`config.mk`:
```
export PLATFORM = sky130hd
export DESIGN_NAME = demux_rr_dispatcher
export DESIGN_NICKNAME = d
export VERILOG_FILES = /design/src/rtl/demux_rr_dispatcher_pkg.sv /design/src/rtl/demux_1to4_param.sv /design/src/rtl/demux_rr_dispatcher.sv
export SDC_FILE = /design/constraint.sdc
export NUM_CORES = 1
export LEC_CHECK = 0
export ABC_AREA = 1
export CORE_MARGIN = 5
export CORE_UTILIZATION = 45
export DETAILED_ROUTE_END_ITERATION = 6
export DONT_BUFFER_PORTS = 1
export GPL_TIMING_DRIVEN = 0
export MAX_ROUTING_LAYER = met4
export SETUP_SLACK_MARGIN = 0.02
export SYNTH_ARGS = -nofsm -noshare
export SYNTH_HDL_FRONTEND = slang
export SYNTH_SLANG_ARGS = --single-unit
```
`constraint.sdc`:
```
create_clock -name clk -period 5.3 [get_ports clk]
set_input_delay 1.06 -clock clk [delete_from_list [all_inputs] [get_ports clk]]
set_output_delay 1.06 -clock clk [all_outputs]
set_load 0.005 [all_outputs]
```
`src/rtl/demux_rr_dispatcher_pkg.sv`:
```
// Shared constants and encodings for the round-robin / directed stream dispatcher.
package demux_rr_dispatcher_pkg;

   localparam int unsigned CH_N  = 4;
   localparam int unsigned SEL_W = 2;

   localparam logic MODE_RR  = 1'b0;
   localparam logic MODE_DIR = 1'b1;

   typedef enum logic {
      ST_EMPTY = 1'b0,
      ST_HOLD  = 1'b1
   } state_e;

endpackage

```
`src/rtl/demux_1to4_param.sv`:
```
// 1-to-4 data demux: the selected output carries din, all others are zero.
module demux_1to4_param
   import demux_rr_dispatcher_pkg::*;
#(
   parameter int unsigned WIDTH = 8
) (
   input  logic [WIDTH-1:0] din,
   input  logic [SEL_W-1:0] sel,
   output logic [WIDTH-1:0] dout0,
   output logic [WIDTH-1:0] dout1,
   output logic [WIDTH-1:0] dout2,
   output logic [WIDTH-1:0] dout3
);

   always_comb begin
      dout0 = '0;
      dout1 = '0;
      dout2 = '0;
      dout3 = '0;
      case (sel)
         2'd0:    dout0 = din;
         2'd1:    dout1 = din;
         2'd2:    dout2 = din;
         default: dout3 = din;
      endcase
   end

endmodule

```
`src/rtl/demux_rr_dispatcher.sv`:
```
// One-entry holding dispatcher feeding four consumer channels, round-robin or directed.
module demux_rr_dispatcher
   import demux_rr_dispatcher_pkg::*;
#(
   parameter int unsigned WIDTH = 8,
   parameter int unsigned CNT_W = 16
) (
   input  logic             clk,
   input  logic             rst,
   input  logic             mode,
   input  logic [3:0]       en_mask,
   input  logic             in_valid,
   output logic             in_ready,
   input  logic [WIDTH-1:0] in_data,
   input  logic [1:0]       in_dest,
   output logic [3:0]       out_valid,
   input  logic [3:0]       out_ready,
   output logic [WIDTH-1:0] out_data0,
   output logic [WIDTH-1:0] out_data1,
   output logic [WIDTH-1:0] out_data2,
   output logic [WIDTH-1:0] out_data3,
   output logic [1:0]       cur_sel,
   output logic             drop_pulse,
   output logic [CNT_W-1:0] drop_cnt
);

   // First enabled channel at or after ptr, wrapping; lowest offset wins.
   function automatic logic [SEL_W-1:0] rr_pick(input logic [SEL_W-1:0] ptr,
                                                input logic [CH_N-1:0]  mask);
      logic [SEL_W-1:0] idx;
      idx     = ptr;
      rr_pick = ptr;
      for (int k = int'(CH_N) - 1; k >= 0; k--) begin
         idx = ptr + SEL_W'(k);
         if (mask[idx]) rr_pick = idx;
      end
   endfunction

   state_e           state_q, state_d;
   logic [WIDTH-1:0] data_q, data_d;
   logic [SEL_W-1:0] sel_q, sel_d;
   logic [SEL_W-1:0] rr_ptr_q, rr_ptr_d;
   logic             drop_pulse_q, drop_pulse_d;
   logic [CNT_W-1:0] drop_cnt_q, drop_cnt_d;

   logic             full;
   logic             fire_out;
   logic             accept;
   logic             drop;
   logic             store;
   logic [SEL_W-1:0] pick;
   logic [WIDTH-1:0] demux_in;

   assign full     = (state_q == ST_HOLD);
   assign fire_out = full & out_ready[sel_q];
   assign in_ready = (~full | fire_out) & ((mode == MODE_DIR) | (|en_mask));
   assign accept   = in_valid & in_ready;
   assign pick     = (mode == MODE_DIR) ? in_dest : rr_pick(rr_ptr_q, en_mask);
   // Directed beats to a disabled channel are consumed but never held.
   assign drop     = accept & (mode == MODE_DIR) & ~en_mask[in_dest];
   assign store    = accept & ~drop;

   always_ff @(posedge clk) begin
      if (rst) begin
         state_q      <= ST_EMPTY;
         data_q       <= '0;
         sel_q        <= '0;
         rr_ptr_q     <= '0;
         drop_pulse_q <= 1'b0;
         drop_cnt_q   <= '0;
      end else begin
         state_q      <= state_d;
         data_q       <= data_d;
         sel_q        <= sel_d;
         rr_ptr_q     <= rr_ptr_d;
         drop_pulse_q <= drop_pulse_d;
         drop_cnt_q   <= drop_cnt_d;
      end
   end

   always_comb begin
      state_d      = state_q;
      data_d       = data_q;
      sel_d        = sel_q;
      rr_ptr_d     = rr_ptr_q;
      drop_pulse_d = drop;
      drop_cnt_d   = drop_cnt_q;

      case (state_q)
         ST_EMPTY: if (store) state_d = ST_HOLD;
         ST_HOLD:  if (fire_out && !store) state_d = ST_EMPTY;
         default:  state_d = ST_EMPTY;
      endcase

      if (store) begin
         data_d = in_data;
         sel_d  = pick;
      end
      if (accept && mode == MODE_RR) rr_ptr_d = pick + SEL_W'(1);
      if (drop && drop_cnt_q != {CNT_W{1'b1}}) drop_cnt_d = drop_cnt_q + CNT_W'(1);
   end

   assign demux_in   = full ? data_q : '0;
   assign out_valid  = full ? (CH_N'(1) << sel_q) : '0;
   assign cur_sel    = sel_q;
   assign drop_pulse = drop_pulse_q;
   assign drop_cnt   = drop_cnt_q;

   demux_1to4_param #(.WIDTH(WIDTH)) u_demux (
      .din   (demux_in),
      .sel   (sel_q),
      .dout0 (out_data0),
      .dout1 (out_data1),
      .dout2 (out_data2),
      .dout3 (out_data3)
   );

endmodule

```
==> impl_summary.md, run 1 <==
Timing
Setup violations remaining at the end of the flow were counted as 0. Of the available clock period, the critical path in the final layout requires 0.496. Setup repair after global routing left no endpoint under its margin.

The worst pin sits at a relative slew slack of 0.562. The count of pins over their slew limit is 0. At the pin with the least slew margin, the transition time is roughly 0.66 ns. The hold violation count in the final report is 0.

The post-route clock skew is 0.00436 ns. For the final routed database, the setup TNS stands at 0 ns. The maximum achievable frequency is 380 MHz.

The worst path in the final design needs a cycle of 2.63 ns, including I/O delays and setup.

Detailed routing
The total wire length after detailed routing is 5070 um. The detailed-route vias per instance is 5.30. In the final routed layout, each cell accounts on average for ~14 um. The number of detailed-route iterations in the first pass is 4. The number of DRC violations after detailed routing is 0. The routed layout has around 2000 vias. In this run, the number of DRC markers left after iteration 0 of detailed routing was between 100 and 150.

The antenna violation net count after detailed routing is 0.

Clock tree
The depth of the CTS H-tree is 2. For this design, the CTS-stage hold fixing added 0 buffers. The clock-pin slew of the registers on the worst-case setup and hold paths is 0.07 ns.

The total clock sinks is 30. TritonCTS built the clock tree. The number of setup buffers added after CTS is 0. The number of buffers inserted during clock tree synthesis is 5. The longest clock path from root to sink contains 2 buffers. The number of gates resized after CTS is 0. Clock tree synthesis selected as its root buffer the cell sky130_fd_sc_hd__clkbuf_8.

For the worst-skew pair, the clock arrives at the later sink with an insertion delay of 0.28 ns.

Die
The height of the die is 76.6 um. The area of the die is 5870 sq um. The number of placement rows is 24. The core region is 4320 sq um. Measured along the x axis, the die boundary spans 76.6 um. Pin placement for this block handled 78 I/O pins. The initial standard-cell utilization of the core is 0.462.

Synth
The fraction of the yosys area taken by sequential cells is 0.301. Sorting the synthesized cells by area gives the leading types as sky130_fd_sc_hd__dfxtp_1 30%, sky130_fd_sc_hd__nand2_1 14%, sky130_fd_sc_hd__nand3_1 9.3%. The post-synthesis cell count is 313.

The net count after synthesis is 336. The biggest area consumer among synthesized cells is sky130_fd_sc_hd__dfxtp_1. The number of distinct library cell variants in the gate-level netlist after synthesis is 35. The mapped netlist covers about 2000 sq um. The warning count from the yosys run is 0. The synthesized area per cell is between 6 and 7 sq um. Synthesis inferred 30 register bits.

Of the post-synthesis cell area, the dominant cell type holds 0.301.

Run status
The run finished with clean final reports.

Worst setup path
The worst setup path is launched from a primary input. The launch instance of the worst register-to-register path is drop_cnt[0]$_SDFFE_PP0P_. The path depth of the worst reg2reg path is 9. Along the worst path, the maximum fanout reaches 2.

The cell family contributing the most delay on the critical path is simple AND/OR/NAND/NOR gates. The total buffers and inverters traversed by the critical path is 0. Data arrives at the worst endpoint at 1.57 ns. The setup slack on the worst flop-to-flop path is 3.18 ns. The endpoint of the lowest-slack register-to-register path is drop_cnt[9]$_SDFFE_PP0P_.

The kind of capture point of the worst setup path is an output pin. For this design, the slowest cell found on the critical path is sky130_fd_sc_hd__and2_1. Walking the worst path, the cells encountered are a21oi_1 -> nand4_1 -> and2_1.

At the worst endpoint, the required time is around 4.2 ns. The kind of critical path is in -> out. The worst stage delay on the critical path is 0.23 ns.

Cells and area
Leaving out fill and tap cells, the most frequent cell in the layout is sky130_fd_sc_hd__nand2_1. The finished cells cover 2210 sq um. The final layout contains 343 nets. The top cell types in the final layout, fill and taps aside, are 76 x sky130_fd_sc_hd__nand2_1, 43 x sky130_fd_sc_hd__nor2_1, 37 x sky130_fd_sc_hd__nand3_1, 35 x sky130_fd_sc_hd__inv_1, 30 x sky130_fd_sc_hd__dfxtp_1.

In the final layout, the share of cells above drive strength 1 is 0.106. The number of antenna diodes in the final layout is 0. The post-synthesis to final-layout area growth is 10.4%.

Global routing
The global-route usage over all layers is 0.183. The initial antenna violation count is 0. The total overflow left after global routing is 0. The number of global-route vias before repair came to 1901. Entering global routing, the biggest net connects 11 pins. The first global-routing pass estimated 8870 um of wire.

Power
The power density of the placed cells is between 200 and 300 nW/um^2. The worst vdd rail ir drop is 0.000159 V. Summed over all cells, the static leakage comes to 0.882 nW.

Place
The count of buffers from port buffering is 0. The half-perimeter wire length after placement is 3880 um. The final RePlAce weighted congestion is ~0.85. Once placement finished, the instance area stood at 2060 sq um.

Hold path
The launch instance of the worst min-delay path is data_q[0]$_SDFFE_PP0P_. The worst hold-check path type is reg -> reg. The hold-critical path endpoint is data_q[0]$_SDFFE_PP0P_. Counting instances, the worst hold path has a depth of 2.

Job
The tool flagged a number of max-cap violations equal to 0.
-- registers in the layout (all words and copies together) (netlist names) --
signal	count
cur_sel	2
drop_cnt	16
rr_ptr_q	2
full	1
drop_pulse	1
data_q	8
-- worst max-delay path by stage --
stage | from | end | cells after the start
after detailed placement | out_ready[0] | in_ready | 3
after global placement | out_ready[0] | in_ready | 3
after CTS | out_ready[0] | in_ready | 3
after floorplan | en_mask[3] | in_ready | 3
after global routing | out_ready[0] | in_ready | 3
final | out_ready[0] | in_ready | 3
-- logic make-up (layout without fill, tap and decap cells) --
kind of cell / after synthesis / after routing / synth area share
and+or+nand+nor: 176 / 176 / 0.398
buffers and inverters: 48 / 56 / 0.103
AOI/OAI and AO/OA: 45 / 45 / 0.136
DFF: 30 / 30 / 0.301
xor gates and xnor gates: 13 / 13 / 0.0570
adders and majority gates: 1 / 1 / 0.00626
-- power by group --
part / leakage [nW] / switching (W) / internal (W)
registers: 0.245 / 0.00000786 / 0.000236
logic: 0.566 / 0.0000666 / 0.0000297
clock network: 0.0714 / 0.0000877 / 0.000201
total: 0.882 / 0.000162 / 0.000466
-- cell type report --
type,count,area (sq um)
plain buffers,9,58.8
well taps,52,65.1
multi-input cells,235,1190
clock buffers,6,82.6
fillers,459,2120
inverters,39,146
flip-flops and latches,30,601
clock inverters,2,60.1
-- layer usage --
| metal | global-route usage | wire (um) | vias up |
|---|---|---|---|
| met1 | 0.206 | 2170 | 893 |
| li1 | - | - | 1020 |
| met5 | - | 0 | - |
| met3 | 0.0603 | 316 | 7 |
| met4 | 0.0542 | 67 | 0 |
| met2 | 0.307 | 2520 | 56 |
-- per-stage QoR --
stage                util  hold WS, ns  setup slack [ns]  power (W)  std cells
floorplan               -        0.490              2.76   0.000326        313
global placement    0.477        0.508              2.64   0.000345        365
detailed placement  0.477        0.518              2.65   0.000346        365
CTS                 0.510        0.533              2.65   0.000638        373
global route        0.510        0.556              2.63   0.000664        373
finish              0.510        0.534              2.67   0.000629        373
-- synth_stat cells, drive strengths merged --
cell    instances
nand2          79
nor2           47
inv            38
nand3          38
dfxtp          30
a21oi          29
o21ai          11
xor2            8
buf             6
xnor2           5
nand4           4
nor3            4
clkbuf          3
o211ai          2
a31oi           1
a32oi           1
and2            1
clkinv          1
ha              1
nor3b           1
nor4            1
o21a            1
or3             1
-- worst register-to-register path: stages, from the launching register on --
cell and delay (ns):
sky130_fd_sc_hd__dfxtp_1 0.45, sky130_fd_sc_hd__ha_1 0.27, sky130_fd_sc_hd__nand3_2 0.11, sky130_fd_sc_hd__nor2_4 0.16
sky130_fd_sc_hd__nand3_1 0.13, sky130_fd_sc_hd__or3_1 0.34, sky130_fd_sc_hd__buf_6 0.15, sky130_fd_sc_hd__buf_2 0.19
sky130_fd_sc_hd__nand3_1 0.13, sky130_fd_sc_hd__a21oi_2 0.06
Note: power is estimated with default switching activity, not from simulation.
==> run 2: changes to the inputs <==
==> constraint.sdc (replaced) <==
create_clock -name clk -period 2.4 [get_ports clk]
set_input_delay 0.48 -clock clk [delete_from_list [all_inputs] [get_ports clk]]
set_output_delay 0.48 -clock clk [all_outputs]
set_load 0.005 [all_outputs]
==> results of run 2 <==
The final DEF is identical to that of run 1. Status: finished clean.
Among the figures that moved: setup slack after placement 2.65 ns -> 0.301 ns; setup slack after layout 2.67 ns -> 0.285 ns; hold slack 0.534 ns -> 0.376 ns; start point of the critical path out_ready[0] -> drop_cnt[0]$_SDFFE_PP0P_; end point of the critical path in_ready -> drop_cnt[9]$_SDFFE_PP0P_; register-to-register setup slack 3.18 ns -> 0.28 ns; end point of the worst hold path data_q[0]$_SDFFE_PP0P_ -> data_q[1]$_SDFFE_PP0P_; total power 0.000629 W -> 0.00139 W; worst IR drop on VDD 0.000159 V -> 0.000350 V
==> run 3: changes to the inputs <==
--- a/config.mk
+++ b/config.mk
@@ -8,6 +8,7 @@
 export ABC_AREA = 1
 export CORE_MARGIN = 5
 export CORE_UTILIZATION = 45
+export CTS_CLUSTER_SIZE = 12
 export DETAILED_ROUTE_END_ITERATION = 6
 export DONT_BUFFER_PORTS = 1
 export GPL_TIMING_DRIVEN = 0
==> results of run 3 <==
The final DEF is identical to that of run 1. Status: finished clean.
Among the figures that moved: setup slack after placement 2.65 ns -> 0.301 ns; setup slack after layout 2.67 ns -> 0.285 ns; hold slack 0.534 ns -> 0.376 ns; start point of the critical path out_ready[0] -> drop_cnt[0]$_SDFFE_PP0P_; end point of the critical path in_ready -> drop_cnt[9]$_SDFFE_PP0P_; register-to-register setup slack 3.18 ns -> 0.28 ns; end point of the worst hold path data_q[0]$_SDFFE_PP0P_ -> data_q[1]$_SDFFE_PP0P_; total power 0.000629 W -> 0.00139 W; worst IR drop on VDD 0.000159 V -> 0.000350 V
